===== config.mk =====
export PLATFORM = sky130hd
export DESIGN_NAME = instr_outq_flat
export DESIGN_NICKNAME = d
export VERILOG_FILES = /design/src/rtl/instr_outq_pkg.sv /design/src/rtl/instr_outq_if.sv /design/src/rtl/instr_outq_sync_fifo.sv /design/src/rtl/instr_outq.sv /design/src/flat_wrapper.sv
export SDC_FILE = /design/constraint.sdc
export NUM_CORES = 1
export LEC_CHECK = 0
export CORE_ASPECT_RATIO = 0.6
export CORE_MARGIN = 3
export CORE_UTILIZATION = 40
export CTS_CLUSTER_SIZE = 10
export DETAILED_ROUTE_END_ITERATION = 10
export PLACE_DENSITY_LB_ADDON = 0.3
export SLEW_MARGIN = 20
export SYNTH_ARGS = -nofsm -noshare
export SYNTH_HDL_FRONTEND = slang
export SYNTH_SLANG_ARGS = --single-unit

===== constraint.sdc =====
create_clock -name clk -period 2.4 [get_ports clk]
set_input_delay 0.48 -clock clk [delete_from_list [all_inputs] [get_ports clk]]
set_output_delay 0.48 -clock clk [all_outputs]
set_load 0.05 [all_outputs]

===== src/rtl/instr_outq_pkg.sv =====
// Shared constants and the queued-write record for the out-register-indirect write queue.
package instr_outq_pkg;

    localparam int DEF_ADDR_W = 8;
    localparam int DEF_DATA_W = 8;
    localparam int DEF_DEPTH  = 4;

    // One queued write, carried at full 16-bit width before trimming to bus widths
    typedef struct packed {
        logic [15:0] addr;
        logic [15:0] data;
    } outq_entry_t;

    // Address is base plus immediate, wrapping modulo 2^16 with no carry kept
    function automatic outq_entry_t make_entry(
        input logic [15:0] offset,
        input logic [15:0] base,
        input logic [15:0] wdata
    );
        outq_entry_t e;
        e.addr = offset + base;
        e.data = wdata;
        return e;
    endfunction

endpackage


===== src/rtl/instr_outq_if.sv =====
// Output write bus: head-of-queue address/data with a valid/ready handshake.
interface instr_outq_if #(
    parameter int ADDR_W = 8,
    parameter int DATA_W = 8
);
    logic [ADDR_W-1:0] outbus_addr;
    logic [DATA_W-1:0] outbus_data;
    logic              outbus_valid;
    logic              outbus_ready;

    modport master (
        output outbus_addr,
        output outbus_data,
        output outbus_valid,
        input  outbus_ready
    );

    modport slave (
        input  outbus_addr,
        input  outbus_data,
        input  outbus_valid,
        output outbus_ready
    );
endinterface


===== src/rtl/instr_outq_sync_fifo.sv =====
// Synchronous FIFO with occupancy count and single-cycle flush; storage is not reset.
module sync_fifo #(
    parameter int WIDTH = 16,
    parameter int DEPTH = 4,
    localparam int PTR_W = $clog2(DEPTH),
    localparam int LVL_W = PTR_W + 1
) (
    input  logic             clk,
    input  logic             reset,
    input  logic             flush,
    input  logic             push,
    input  logic             pop,
    input  logic [WIDTH-1:0] wdata,
    output logic [WIDTH-1:0] rdata,
    output logic             empty,
    output logic             full,
    output logic [LVL_W-1:0] level
);

    logic [WIDTH-1:0] mem_r [DEPTH];
    logic [PTR_W-1:0] wr_ptr_r;
    logic [PTR_W-1:0] rd_ptr_r;
    logic [LVL_W-1:0] level_r;
    logic             do_push_s;
    logic             do_pop_s;

    assign full      = (level_r == LVL_W'(DEPTH));
    assign empty     = (level_r == {LVL_W{1'b0}});
    assign level     = level_r;
    assign rdata     = mem_r[rd_ptr_r];
    // A full queue refuses pushes even if it pops in the same cycle
    assign do_push_s = push & ~full & ~flush;
    assign do_pop_s  = pop & ~empty & ~flush;

    // Storage write port
    always_ff @(posedge clk) begin
        if (do_push_s) begin
            mem_r[wr_ptr_r] <= wdata;
        end
    end

    // Pointers and occupancy; power-of-two depth lets the pointers wrap naturally
    always_ff @(posedge clk) begin
        if (reset || flush) begin
            wr_ptr_r <= {PTR_W{1'b0}};
            rd_ptr_r <= {PTR_W{1'b0}};
            level_r  <= {LVL_W{1'b0}};
        end else begin
            if (do_push_s) begin
                wr_ptr_r <= wr_ptr_r + PTR_W'(1);
            end
            if (do_pop_s) begin
                rd_ptr_r <= rd_ptr_r + PTR_W'(1);
            end
            case ({do_push_s, do_pop_s})
                2'b10:   level_r <= level_r + LVL_W'(1);
                2'b01:   level_r <= level_r - LVL_W'(1);
                default: level_r <= level_r;
            endcase
        end
    end

endmodule


===== src/rtl/instr_outq.sv =====
// Out-register-indirect write queue: forms (base+offset, data) writes and
// presents them in order on a valid/ready output bus.
module instr_outq
    import instr_outq_pkg::*;
#(
    parameter int ADDR_W = DEF_ADDR_W,
    parameter int DATA_W = DEF_DATA_W,
    parameter int DEPTH  = DEF_DEPTH,
    localparam int LVL_W = $clog2(DEPTH) + 1,
    localparam int ENT_W = ADDR_W + DATA_W
) (
    input  logic               clk,
    input  logic               reset,
    input  logic               outrir,
    input  logic [15:0]        operand,
    input  logic [15:0]        regbus1,
    input  logic [15:0]        regbus2,
    input  logic               flush,
    output logic               stall,
    output logic [LVL_W-1:0]   level,
    output logic               ovf,
    instr_outq_if.master       outbus
);

    outq_entry_t       entry_s;
    logic [ENT_W-1:0]  wdata_s;
    logic [ENT_W-1:0]  rdata_s;
    logic              full_s;
    logic              empty_s;
    logic              pop_s;
    logic              ovf_r;

    assign entry_s = make_entry(operand, regbus2, regbus1);
    assign wdata_s = {entry_s.addr[ADDR_W-1:0], entry_s.data[DATA_W-1:0]};
    assign pop_s   = ~empty_s & outbus.outbus_ready;
    assign stall   = full_s;
    assign ovf     = ovf_r;

    sync_fifo #(
        .WIDTH (ENT_W),
        .DEPTH (DEPTH)
    ) u_fifo (
        .clk   (clk),
        .reset (reset),
        .flush (flush),
        .push  (outrir),
        .pop   (pop_s),
        .wdata (wdata_s),
        .rdata (rdata_s),
        .empty (empty_s),
        .full  (full_s),
        .level (level)
    );

    // Sticky drop flag; a push lost to flush is intentional, not an overflow
    always_ff @(posedge clk) begin
        if (reset) begin
            ovf_r <= 1'b0;
        end else if (outrir && full_s && !flush) begin
            ovf_r <= 1'b1;
        end else begin
            ovf_r <= ovf_r;
        end
    end

    // Bus outputs are forced to zero whenever no write is presented
    always_comb begin
        outbus.outbus_valid = 1'b0;
        outbus.outbus_addr  = {ADDR_W{1'b0}};
        outbus.outbus_data  = {DATA_W{1'b0}};
        if (!empty_s) begin
            outbus.outbus_valid = 1'b1;
            outbus.outbus_addr  = rdata_s[ENT_W-1:DATA_W];
            outbus.outbus_data  = rdata_s[DATA_W-1:0];
        end else begin
            outbus.outbus_valid = 1'b0;
        end
    end

endmodule


===== src/flat_wrapper.sv =====
// flat-port wrapper written by rule: the top's interface ports become plain ports
module instr_outq_flat import instr_outq_pkg::*;
#(
    parameter int ADDR_W = DEF_ADDR_W,
    parameter int DATA_W = DEF_DATA_W,
    parameter int DEPTH  = DEF_DEPTH,
    localparam int LVL_W = $clog2(DEPTH) + 1,
    localparam int ENT_W = ADDR_W + DATA_W
)
  (clk, reset, outrir, operand, regbus1, regbus2, flush, stall, level, ovf, outbus_outbus_addr, outbus_outbus_data, outbus_outbus_valid, outbus_outbus_ready);
  instr_outq_if #(.ADDR_W(ADDR_W), .DATA_W(DATA_W)) outbus_i ();
  input  logic clk;
  input  logic reset;
  input  logic outrir;
  input  logic [15:0] operand;
  input  logic [15:0] regbus1;
  input  logic [15:0] regbus2;
  input  logic flush;
  output logic stall;
  output logic [LVL_W-1:0] level;
  output logic ovf;
  output wire logic [$bits(outbus_i.outbus_addr)-1:0] outbus_outbus_addr;
  output wire logic [$bits(outbus_i.outbus_data)-1:0] outbus_outbus_data;
  output wire logic [$bits(outbus_i.outbus_valid)-1:0] outbus_outbus_valid;
  input wire logic [$bits(outbus_i.outbus_ready)-1:0] outbus_outbus_ready;
  assign outbus_outbus_addr = outbus_i.outbus_addr;
  assign outbus_outbus_data = outbus_i.outbus_data;
  assign outbus_outbus_valid = outbus_i.outbus_valid;
  assign outbus_i.outbus_ready = outbus_outbus_ready;
  instr_outq #(.ADDR_W(ADDR_W), .DATA_W(DATA_W), .DEPTH(DEPTH)) u_core (.clk(clk), .reset(reset), .outrir(outrir), .operand(operand), .regbus1(regbus1), .regbus2(regbus2), .flush(flush), .stall(stall), .level(level), .ovf(ovf), .outbus(outbus_i));
endmodule

==> results of run 1 <==
-- Yosys cell counts --
library cell	n	area, um^2
a41oi_1	1	8.76
xnor2_1	5	43.8
mux4_2	10	225
ha_1	12	150
a211oi_1	2	15.0
o21bai_1	1	7.51
a21o_1	1	7.51
buf_12	1	20.0
and2_1	20	125
o211ai_1	1	7.51
buf_6	1	11.3
mux4_1	6	158
edfxtp_1	64	1920
nor3b_2	1	12.5
o21ai_0	3	15.0
inv_1	8	30.0
or3_1	2	12.5
clkbuf_1	2	7.51
nor2b_1	1	6.26
xor2_1	6	52.6
mux2i_1	1	10.0
a31oi_1	1	6.26
or2_2	1	6.26
dfxtp_1	10	200
nor3b_1	1	7.51
nand3_1	1	5.00
a21oi_1	7	35.0
buf_2	3	15.0
nand2_1	4	15.0
fa_1	2	40.0
nor2_1	13	48.8
-- power by group through the flow --
stage / registers, W / clock network, W / logic, W
final: 0.00145 / 0.00125 / 0.000282
after global routing: 0.00145 / 0.00134 / 0.000309
after CTS: 0.00145 / 0.00128 / 0.000285
after detailed placement: 0.00148 / 0 / 0.000282
after global placement: 0.00148 / 0 / 0.000278
after floorplan: 0.00148 / 0 / 0.000159
-- stage by stage --
stage,worst slack [ps],std cells
floorplan,-219,192
global placement,-76.3,358
detailed placement,-82.1,358
CTS,88.7,373
global route,44.7,373
finish,126,373
-- worst min-delay path, cell delays in order, from the launching register on --
cell and delay (ps):
dfxtp_1 330, a31oi_1 40, nor2_1 70
-- sequential cells by signal (all words and copies together) (netlist names), named ones only --
name and cells:
u_core.ovf 1, u_core.u_fifo.level 3, u_core.u_fifo.mem_r 64, u_core.u_fifo.rd_ptr_r 2, u_core.u_fifo.wr_ptr_r 2
-- final timing paths --
kind / from / to / slack, ps / depth (start not counted)
worst max-delay path: flip-flop / outbus_outbus_data[3] / 130 / 4
worst min-delay path: u_core.ovf / u_core.ovf / 480 / 2
worst max register to register: u_core.u_fifo.level[0] / u_core.u_fifo.level[2] / 290 / 9
worst min register to register: u_core.ovf / u_core.ovf / 480 / 2
-- cell type report --
class	count	area, um^2
clock buffers	10	229
clock inverters	5	56.3
fillers	610	3320
inverters	8	30.0
multi-input cells	103	1030
flip-flops and latches	74	2120
well taps	104	130
repair buffers	69	616
-- cell families after synthesis --
family,after synthesis
AO/OA/AOI/OAI,17
AND/OR/NAND/NOR,44
adder cells (fa/ha/maj),14
flip-flops,74
XOR/XNOR,11
multiplexers,17
buffers and inverters,15
-- routing by layer --
layer	track usage	up-vias
met5	0	-
met4	0.0447	0
met3	0.0512	2
met2	0.201	47
met1	0.186	862
li1	-	875
-- what timing repair did --
item,in CTS,in global routing
resized for setup,0,1
setup endpoints to repair,0,1
endpoints found under the hold margin,0,0
==> results.json, run 1 <==
{
  "status": "complete, no violations",
  "design_area_um2": 4220,
  "worst_path_dominant_cell_family": "multiplexers",
  "htreeDepth": 3,
  "swShare": 0.204,
  "power_frac_clock": 0.418,
  "die_w_um": 122,
  "syn_area_um2": 3230,
  "cts_made_buffers": 9,
  "hold_buffers": 0,
  "startpoint_type": "flip-flop",
  "power_w": 0.00298,
  "max-clock-path-buffers": 2,
  "fin_crit_ps": 2270,
  "met2RoutedLength_mm": 2.55,
  "hold_class": "reg2reg",
  "track_usage": 0.135,
  "ir_worst_vdd_mv": 0.331,
  "drive_gt1_frac": 0.238,
  "clkTransAtPathRegs_ps": 50,
  "synth_cell_type_count": 31,
  "comb_power_share": 0.095,
  "die_h_um": 75.6,
  "drv_slew": 0,
  "yosysWarnings": 0,
  "wire_per_inst_um": 14.8,
  "synth.avg_cell_area_um2": 16.8,
  "critPathBufInv": 2,
  "cts-root-buf": "clkbuf_16",
  "antenna_found_initial": 0,
  "critPathArrivalTime_ps": 1790,
  "finalHoldViolations": 0,
  "drt-vias-per-instance": 4.79,
  "drtPass1Iterations": 4,
  "pin_count": 75,
  "required_ps": 1920,
  "seq_area_frac_synth": 0.658,
  "p_leak_nw": 1.52,
  "synth_top_family_by_area": "multiplexers",
  "core_area_um2": 7540,
  "drtIter0Drc": 101,
  "endpoint_kind": "output pin",
  "synthXorXnorAreaFrac": 0.0299,
  "drt-met1-wl_mm": 2.59,
  "cp_common_cell": "buf_4",
  "crit_type": "reg2out",
  "clkLatencyLatePin_ps": 320,
  "grt_overflow": 0,
  "routed-wl-met3_um": 364,
  "max_freq_mhz": 440,
  "diodes": 0,
  "num_vias": 1786,
  "slowest_delay_ps": 580,
  "synth-compound-area-share": 0.0318,
  "syn2layout_area_growth_pct": 30.7,
  "cp_max_fo": 9,
  "slew_headroom": 0.661,
  "tritoncts": "done",
  "final_util": 0.559,
  "layout_worst_path_cycle_share": 0.948,
  "rows": 24,
  "drcViolationCount": 0,
  "syn-instance-count": 192,
  "gp_congestion": 0.702,
  "start_util": 0.428,
  "finClkSkew_ps": 3.25,
  "grt_max_degree": 19,
  "tns_ps": 0,
  "tightest_slew_ps": 507,
  "synthMuxAreaShare": 0.122,
  "design.die.area_um2": 9220,
  "final_nets": 332,
  "power_frac_seq": 0.487,
  "postSynthRegisterBits": 74,
  "portBuffers": 50,
  "clock-sinks": 74,
  "path_cells": "buf_4 > mux4_1 > and2_1 > buf_4",
  "grt_pass1_wl_mm": 9.01,
  "dpl.hpwl_mm": 3.96,
  "rsz0062_at_grt": "no",
  "syn_nets": 259,
  "drt_wl_total_mm": 5.52,
  "synth-simple-area-share": 0.0741,
  "p_per_area_nw_per_um2": 707,
  "crit_slowest_cell": "mux4_1",
  "timing.hold.ws_ps": 485,
  "p_sw_w": 0.000607,
  "layout_commonest_cell": "edfxtp_1",
  "maxCapViolCount": 0,
  "ant_nets": 0,
  "highest_layer": "met4",
  "postPlaceCellArea_um2": 3930,
  "post_cts_buffers": 0,
  "synth_fa_ha_area_frac": 0.0589,
  "grt_pass1_vias": 1731,
  "p_int_w": 0.00237,
  "setup-violations-final": 0,
  "final_cell_mix": "64 x edfxtp_1, 35 x buf_4, 32 x clkdlybuf4s50_1"
}
(Power assumes the default switching activity.)
==> run 2, diff against run 1 <==
- ABC_CLOCK_PERIOD_IN_PS: default -> 2400
- GPL_TIMING_DRIVEN: default -> 0
==> run 2 against run 1 <==
Die area did not move. Power rose by 4.7%. Critical path depth did not move. Clock power rose by 12%. Combinational power fell by 4%. Clock-buffer cell count did not move. Sequential cell count did not move. Global-route usage rose by 0.26 points. Fmax fell by 3.0%. Largest power group unchanged. Worst setup slack got worse by 71 ps. Final area fell by 1.2%. Critical path type unchanged.
==> results.json, run 2 (synthesis results as in run 1) <==
{
  "max-clock-path-buffers": 2,
  "regMostFlops": "u_core.u_fifo.mem_r",
  "track_usage": 0.138,
  "largest_reg_flops": 64,
  "drt-vias-per-instance": 4.88,
  "final_cell_mix": "64 x edfxtp_1, 33 x clkdlybuf4s50_1, 20 x and2_1",
  "p_leak_nw": 1.45,
  "cp.depth": 4,
  "drv_slew": 0,
  "final_util": 0.552,
  "drive_gt1_frac": 0.205,
  "postPlaceCellArea_um2": 3870,
  "p_per_area_nw_per_um2": 749,
  "tritoncts": "done",
  "num_vias": 1766,
  "drt_wl_total_mm": 5.80,
  "critPathArrivalTime_ps": 1870,
  "pin_count": 75,
  "diodes": 0,
  "antenna_found_initial": 0,
  "portBuffers": 50,
  "clkTransAtPathRegs_ps": 50,
  "drtIter0Drc": 88,
  "worst_path_dominant_cell_family": "multiplexers",
  "ant_nets": 0,
  "rows": 24,
  "dpl.hpwl_mm": 4.01,
  "crit_slowest_cell": "mux4_1",
  "startpoint_type": "flip-flop",
  "timing.hold.ws_ps": 485,
  "start_util": 0.428,
  "ctsResizeCount": 72,
  "final_nets": 320,
  "slowest_delay_ps": 570,
  "max_freq_mhz": 426,
  "fin_crit_ps": 2350,
  "endpoint_kind": "output pin",
  "setup-violations-final": 0,
  "die_w_um": 122,
  "grt_overflow": 0,
  "nFillCells": 600,
  "layout_commonest_cell": "edfxtp_1",
  "tightest_slew_ps": 860,
  "clock-sinks": 74,
  "cts_made_buffers": 9,
  "design_area_um2": 4160,
  "gp_congestion": 0.723,
  "design.die.area_um2": 9220,
  "clkLatencyLatePin_ps": 330,
  "grt_max_degree": 17,
  "ir_worst_vdd_mv": 0.349,
  "post_cts_buffers": 0,
  "syn2layout_area_growth_pct": 29.0,
  "layout_worst_path_cycle_share": 0.977,
  "drcViolationCount": 0,
  "whs_path_depth": 2,
  "finClkSkew_ps": 5.17,
  "maxCapViolCount": 0,
  "path_cells": "buf_6 > mux4_1 > and2_1 > clkdlybuf4s15_2",
  "grt_pass1_vias": 1770,
  "cp_max_fo": 7,
  "cts-root-buf": "clkbuf_16",
  "die_h_um": 75.6,
  "finalHoldViolations": 0,
  "required_ps": 1920,
  "hold_buffers": 0,
  "slew_headroom": 0.427,
  "rsz0062_at_grt": "no",
  "htreeDepth": 3,
  "core_area_um2": 7540,
  "hold_class": "reg2reg",
  "crit_type": "reg2out",
  "wire_per_inst_um": 16.0,
  "drtPass1Iterations": 4,
  "critPathBufInv": 2,
  "r2r_cells": 10,
  "grt_pass1_wl_mm": 9.16,
  "power_w": 0.00312,
  "status": "complete, no violations"
}
-- run 2: stage by stage --
stage / cells / setup TNS [ps] / setup WS, ps
final: 362 / 0 / 54.7
after CTS: 362 / 0 / 5.23
after global routing: 362 / 0 / 11.7
after detailed placement: 346 / -14460 / -213
after floorplan: 192 / -219 / -219
after global placement: 346 / -12890 / -181
-- run 2: final timing paths --
kind,from,to,slack (ps)
worst max-delay path,flip-flop,outbus_outbus_data[3],50
worst min-delay path,u_core.ovf,u_core.ovf,480
worst max register to register,u_core.u_fifo.level[0],u_core.u_fifo.level[2],180
worst min register to register,u_core.ovf,u_core.ovf,480
-- run 2: cell type report --
| cell class | instances | area [um^2] | area share |
|---|---|---|---|
| clock buffers | 10 | 229 | 0.0550 |
| multi-input cells | 103 | 1040 | 0.249 |
| flip-flops and latches | 74 | 2130 | 0.511 |
| well taps | 104 | 130 | 0.0313 |
| inverters | 8 | 30.0 | 0.00721 |
| plain buffers | 7 | 60.1 | 0.0144 |
| repair buffers | 50 | 460 | 0.111 |
| clock inverters | 6 | 90.1 | 0.0216 |
-- run 2: worst min-delay path: stages, from the launching register on --
cell	delay, ps
dfxtp_1	320
a31oi_1	40
nor2_1	80
-- run 2: per-layer routing --
layer  track usage  wire, um  vias to the layer above  part of all wire
met1         0.197      3000                      865              0.52
met4        0.0634        80                        0             0.014
met5             0         0                        -                 0
li1              -         -                      856                 -
met2         0.193      2440                       36              0.42
met3        0.0438       273                        9             0.047
-- run 2: power by group --
group          switching [W]  leakage [nW]  internal (W)
registers         0.00000725         0.663       0.00145
logic               0.000150         0.631      0.000120
clock network       0.000484         0.155      0.000913
total               0.000642          1.45       0.00248
==> run 3, diff against run 2 <==
- ABC_AREA: default -> 1
- SKIP_LAST_GASP: default -> 1
- TNS_END_PERCENT: default -> 20
==> run 3 against run 2 <==
The flow now finishes with violations (negative setup slack). Final area is 5.1% higher. Non-clock buffer count is 8 higher. Clock skew grew 4.9 ps. Sequential power about the same. Wire length up 25%. Synthesized area increased by 4.1%. Cell count up 37%. Sequential cell count is the same. Combinational power is 27% higher. Global-route usage up 1.9 points. Core utilization fell by 0.61 points. Power rose by 4.3%.
==> results.json, run 3 <==
{
  "multi_input_area_um2": 1050,
  "track_usage": 0.156,
  "synth_cell_type_count": 23,
  "antenna_found_initial": 0,
  "drive_gt1_frac": 0.121,
  "maxCapViolCount": 0,
  "seq_area_um2": 2120,
  "core_area_um2": 8010,
  "largest_reg_flops": 64,
  "synthArstFlopShare": 0,
  "violations": "negative setup slack",
  "wire_per_inst_um": 14.6,
  "synth_largest_area_cell": "edfxtp_1",
  "start_util": 0.420,
  "critPathArrivalTime_ps": 1940,
  "die_w_um": 124,
  "drv_slew": 0,
  "gp_congestion": 0.780,
  "synth_edf_count": 64,
  "nFillCells": 705,
  "clock-sinks": 74,
  "tightest_slew_ps": 529,
  "p_per_area_nw_per_um2": 744,
  "setup-violations-final": 2,
  "synth-simple-area-share": 0.152,
  "portBuffers": 50,
  "grt_max_degree": 14,
  "status": "finished, violations left",
  "regMostFlops": "u_core.u_fifo.mem_r",
  "final_cell_mix": "74 x nor2_1, 64 x edfxtp_1, 34 x clkdlybuf4s50_1",
  "rsz0062_at_grt": "yes",
  "rows": 25,
  "hold_buffers": 0,
  "postSynthRegisterBits": 74,
  "clkTransAtPathRegs_ps": 60,
  "fin_crit_ps": 2420,
  "drcViolationCount": 0,
  "drtPass1Iterations": 4,
  "seq_area_frac_synth": 0.631,
  "grt_pass1_wl_mm": 11.3,
  "drt_wl_total_mm": 7.24,
  "dpl_worst_slack_ps": -6.04,
  "max_freq_mhz": 414,
  "slew_headroom": 0.647,
  "htreeDepth": 3,
  "cts_made_buffers": 9,
  "tns_ps": -20.3,
  "endpoint_kind": "output pin",
  "cp_max_fo": 10,
  "syn-instance-count": 318,
  "num_vias": 2352,
  "drt-vias-per-instance": 4.74,
  "synth_fa_ha_area_frac": 0.0566,
  "grt_pass1_vias": 2247,
  "layout_worst_path_cycle_share": 1.01,
  "power_w": 0.00325,
  "syn_area_um2": 3360,
  "synth-compound-area-share": 0.0879,
  "dpl.hpwl_mm": 5.12,
  "synth_top_family_by_area": "simple AND/OR/NAND/NOR gates",
  "r2r_start": "u_core.u_fifo.level[1]",
  "ir_worst_vdd_mv": 0.332,
  "drtIter0Drc": 203,
  "cts-root-buf": "clkbuf_16",
  "syn_nets": 385,
  "diodes": 0,
  "p_leak_nw": 1.73,
  "clkLatencyLatePin_ps": 340,
  "postPlaceCellArea_um2": 4060,
  "layout_commonest_cell": "nor2_1",
  "layout_setup_ws_ps": -17.2,
  "synth_common_cells": "78 x nor2_1, 64 x edfxtp_1, 33 x nand2_1",
  "startpoint_type": "flip-flop",
  "synth.most_common_cell": "nor2_1",
  "hold_class": "reg2reg",
  "dominantRegCellSynth": "edfxtp_1",
  "design_area_um2": 4380,
  "synth.area.top_cells": "edfxtp_1 57%, nor2_1 8.7%, dfxtp_1 6.0%",
  "required_ps": 1920,
  "yosysWarnings": 0,
  "synth_top_area_frac": 0.572,
  "design.die.area_um2": 9570,
  "syn2layout_area_growth_pct": 30.2,
  "die_h_um": 77,
  "reg2reg_slack_ps": 550,
  "synth.avg_cell_area_um2": 10.6,
  "crit_type": "reg2out",
  "grt_overflow": 0,
  "finalHoldViolations": 0,
  "ant_nets": 0,
  "r2r_cells": 10,
  "max-clock-path-buffers": 2,
  "reg2reg_to": "u_core.u_fifo.level[2]",
  "final_util": 0.546,
  "synthMuxAreaShare": 0,
  "final_nets": 450,
  "pin_count": 75,
  "tritoncts": "done",
  "finClkSkew_ps": 10.0,
  "endpoint": "outbus_outbus_addr[0]",
  "synthXorXnorAreaFrac": 0.0130
}
-- run 3: changes by cell type after synthesis, moves of 3 or more --
| cell | before | now |
|---|---|---|
| nor2_1 | 13 | 78 |
| nand2_1 | 4 | 33 |
| o21ai_1 | 0 | 24 |
| and2_1 | 20 | 0 |
| a21oi_1 | 7 | 25 |
| inv_1 | 8 | 25 |
| mux4_2 | 10 | 0 |
| nand3_1 | 1 | 8 |
| o21ai_0 | 3 | 10 |
| mux4_1 | 6 | 0 |
| buf_6 | 1 | 5 |
| xor2_1 | 6 | 2 |
| nand3b_1 | 0 | 3 |
-- run 3: how the worst min path moves through the flow --
stage	startpoint	end	slack (ps)	depth (start not counted)
2_1_floorplan	u_core.u_fifo.wr_ptr_r[1]	u_core.u_fifo.wr_ptr_r[1]	470	2
5_1_grt	u_core.u_fifo.rd_ptr_r[0]	u_core.u_fifo.rd_ptr_r[0]	550	2
4_1_cts	u_core.ovf	u_core.ovf	490	2
3_3_place_gp	u_core.ovf	u_core.ovf	470	2
3_5_place_dp	u_core.ovf	u_core.ovf	460	2
6_report	u_core.ovf	u_core.ovf	480	2
-- run 3: metrics by stage --
stage	instances	hold slack, ps
after CTS	496	489
after global routing	496	549
after global placement	476	467
after floorplan	318	474
after detailed placement	480	461
final	496	479
-- run 3: cell type report --
class / count / share of cell area
well taps: 108 / 0.0309
clock inverters: 2 / 0.00400
plain buffers: 11 / 0.0209
repair buffers: 54 / 0.120
multi-input cells: 205 / 0.240
inverters: 28 / 0.0246
clock buffers: 14 / 0.0752
flip-flops and latches: 74 / 0.485
-- run 3: cell families (layout without fill, tap and decap cells) --
group | Yosys count | in the layout
AND/OR/NAND/NOR | 127 | 127
XOR/XNOR | 5 | 5
adder cells (fa/ha/maj) | 14 | 14
AO/OA/AOI/OAI | 59 | 59
flip-flops | 74 | 74
buffers and inverters | 39 | 109
-- run 3: what timing repair did --
action	CTS	global route
resized for setup	20	6
endpoints found under the setup margin	16	16
setup buffers	0	0
pin swaps	0	0
cloned	0	0
-- run 3: worst max-delay path, stage by stage, from the launching register on --
cell           delay, ps
dfxtp_1              310
buf_6                130
inv_2                 70
buf_2                270
o21ai_1              120
a21oi_1              160
dlygate4sd2_1        550
-- run 3: where the power goes --
| part | switching (W) | internal, W | total (W) |
|---|---|---|---|
| Clock | 0.000505 | 0.000957 | 0.00146 |
| Combinational | 0.000215 | 0.000127 | 0.000342 |
| Sequential | 0.00000723 | 0.00144 | 0.00145 |
| Total | 0.000728 | 0.00253 | 0.00325 |
-- run 3: per-layer routing --
layer  GRT usage  share of wire  vias up
li1            -              -     1201
met1       0.213           0.48     1094
met2       0.229           0.45       53
met3      0.0668          0.066        4
met4      0.0427         0.0062        0
met5           0              0        -
==> RTL change (flow settings as in run 1) <==
The package constant `DEF_DATA_W` goes from 8 to 6.
--- a/src/rtl/instr_outq_pkg.sv
+++ b/src/rtl/instr_outq_pkg.sv
@@ -3,5 +3,5 @@
 
     localparam int DEF_ADDR_W = 8;
-    localparam int DEF_DATA_W = 8;
+    localparam int DEF_DATA_W = 6;
     localparam int DEF_DEPTH  = 4;
 
Ports: changed (resized outbus_outbus_data); port bits go from 75 to 73. No check against the original RTL was run, so the function may have changed too.
==> RTL change against run 1 <==
- wire length shrank 5.7%
- sequential cell count decreased by 8
- sequential share of layout area is 2.3 points lower
- utilization increased by 1.1 points
- global-route usage grew 0.27 points
- design area is 7.0% lower
- setup slack worse by 0.0099 ns
- die area down 9.0%
- maximum frequency decreased by 0.43%
- non-clock buffer count did not move
- total power fell by 1.4%
- synthesized area decreased by 9.7%
- critical path type unchanged
- critical endpoint is now outbus_outbus_data[0]
==> RTL change: results (changes against run 1) <==
INFO  metric pre_cts_ws = -0.122 ns (was -0.0821 ns)
INFO  metric layout.filler_cells = 554 (was 610)
INFO  metric first_pass_grt_wire_length = 8.34 mm (was 9.01 mm)
INFO  metric synth_fa_ha_area_frac = 0.0652 (was 0.0589)
INFO  metric dr_total_vias = 1664 (was 1786)
INFO  metric dp_cells = 329 (was 358)
INFO  metric maximum_fanout_along_the_worst_path = 10 (was 9)
INFO  metric synthTopCellsByCount = edfxtp_1 (56), and2_1 (18), nor2_1 (13), ha_1 (12) (was edfxtp_1 (64), and2_1 (20), nor2_1 (13), ha_1 (12))
INFO  metric worst_clock_skew = 0.00564 ns (was 0.00325 ns)
INFO  metric grt_start_max_net_pins = 17 (was 19)
INFO  metric synth-xor-area-share = 0.0330 (was 0.0299)
INFO  metric dp_hpwl = 3.77 mm (was 3.96 mm)
INFO  metric synth_enable_flop_cells = 56 (was 64)
INFO  metric final_layout_size_suffix_gt1_frac = 0.264 (was 0.238)
INFO  metric globalplace.congestion = 0.751 (was 0.702)
INFO  metric max_freq = 0.438 GHz (was 0.440 GHz)
INFO  metric largest_reg_flops = 56 (was 64)
INFO  metric critical-path-max-stage-delay = 0.56 ns (was 0.58 ns)
INFO  metric dr.first_iter.drc_count = 63 (was 101)
INFO  metric postPlaceCellArea = 3600 um^2 (was 3930 um^2)
INFO  metric synth.mux.area_fraction = 0.117 (was 0.122)
INFO  metric synth-seq-area-share = 0.645 (was 0.658)
INFO  metric mappedNetlistNets = 246 (was 259)
INFO  metric outcome = complete, no violations (unchanged)
INFO  metric p_leak = 1.43 nW (was 1.52 nW)
INFO  metric gr-usage-all-layers = 0.138 (was 0.135)
INFO  metric instances_no_fill = 345 (was 373)
INFO  metric irDropWorstVdd = 0.000361 V (was 0.000331 V)
INFO  metric multi_input_area = 971 um^2 (was 1030 um^2)
INFO  metric synth_compound_area_frac = 0.0352 (was 0.0318)
INFO  metric postSynthAreaPerCell = 16.3 um^2 (was 16.8 um^2)
INFO  metric fin_nets = 320 (was 332)
INFO  metric buffer_ports.inserted = 46 (was 50)
INFO  metric first_global_vias = 1594 (was 1731)
## RTL change: cell types whose count changed after synthesis, sizes merged
cell / change
buf: -2
and2: -2
clkbuf: +1
mux4: -2
edfxtp: -8
## RTL change: cell type report
class / count / area share
clock buffer: 11 / 0.0619
clock inverter: 5 / 0.0198
inverter: 8 / 0.00766
multi-input combinational: 99 / 0.248
sequential: 66 / 0.480
tap: 87 / 0.0278
timing repair buffer: 69 / 0.155
## RTL change: metrics by stage
step / hold WS (ns) / setup TNS [ns] / power [mW]
6_report: 0.474 / 0 / 2.94
5_1_grt: 0.520 / 0 / 3.05
4_1_cts: 0.478 / 0 / 2.97
3_5_place_dp: 0.465 / -0.739 / 1.59
3_3_place_gp: 0.459 / -0.735 / 1.59
2_1_floorplan: 0.485 / -0.219 / 1.47
## RTL change: kinds of logic after synthesis
logic type,after synthesis
AND/OR/NAND/NOR,42
XOR/XNOR,11
buffers and inverters,14
flip-flops,66
AO/OA/AOI/OAI,17
multiplexers,15
adder cells (fa/ha/maj),14
## RTL change: critical path: cells and delay by family (launching register included)
| family | cells | cell delay, ns |
|---|---|---|
| buffers and inverters | 2 | 0.42 |
| multiplexers | 1 | 0.56 |
| flip-flops | 1 | 0.32 |
| AND/OR/NAND/NOR | 1 | 0.18 |
## RTL change: power by group through the flow
stage,registers (mW),clock network [mW],logic [mW]
final,1.30,1.37,0.275
after global routing,1.30,1.45,0.302
after CTS,1.30,1.40,0.276
after detailed placement,1.32,0,0.275
after floorplan,1.32,0,0.152
after global placement,1.32,0,0.270
## RTL change: worst paths after layout
path | end | depth (start not counted)
worst max-delay path | outbus_outbus_data[0] | 4
worst min-delay path | u_core.ovf | 2
worst max register to register | u_core.u_fifo.level[2] | 9
worst min register to register | u_core.ovf | 2
## RTL change: layer usage
layer | track usage | vias up | wire length (um)
met5 | 0 | - | 0
met4 | 0.0270 | 0 | 36
met3 | 0.0692 | 4 | 344
met2 | 0.187 | 39 | 2300
met1 | 0.201 | 799 | 2530
li1 | - | 822 | -
## RTL change: repair_timing
action                                 CTS  global route
endpoints found under the hold margin    0             0
gates resized for setup                  0             1
setup endpoints to repair                0             4
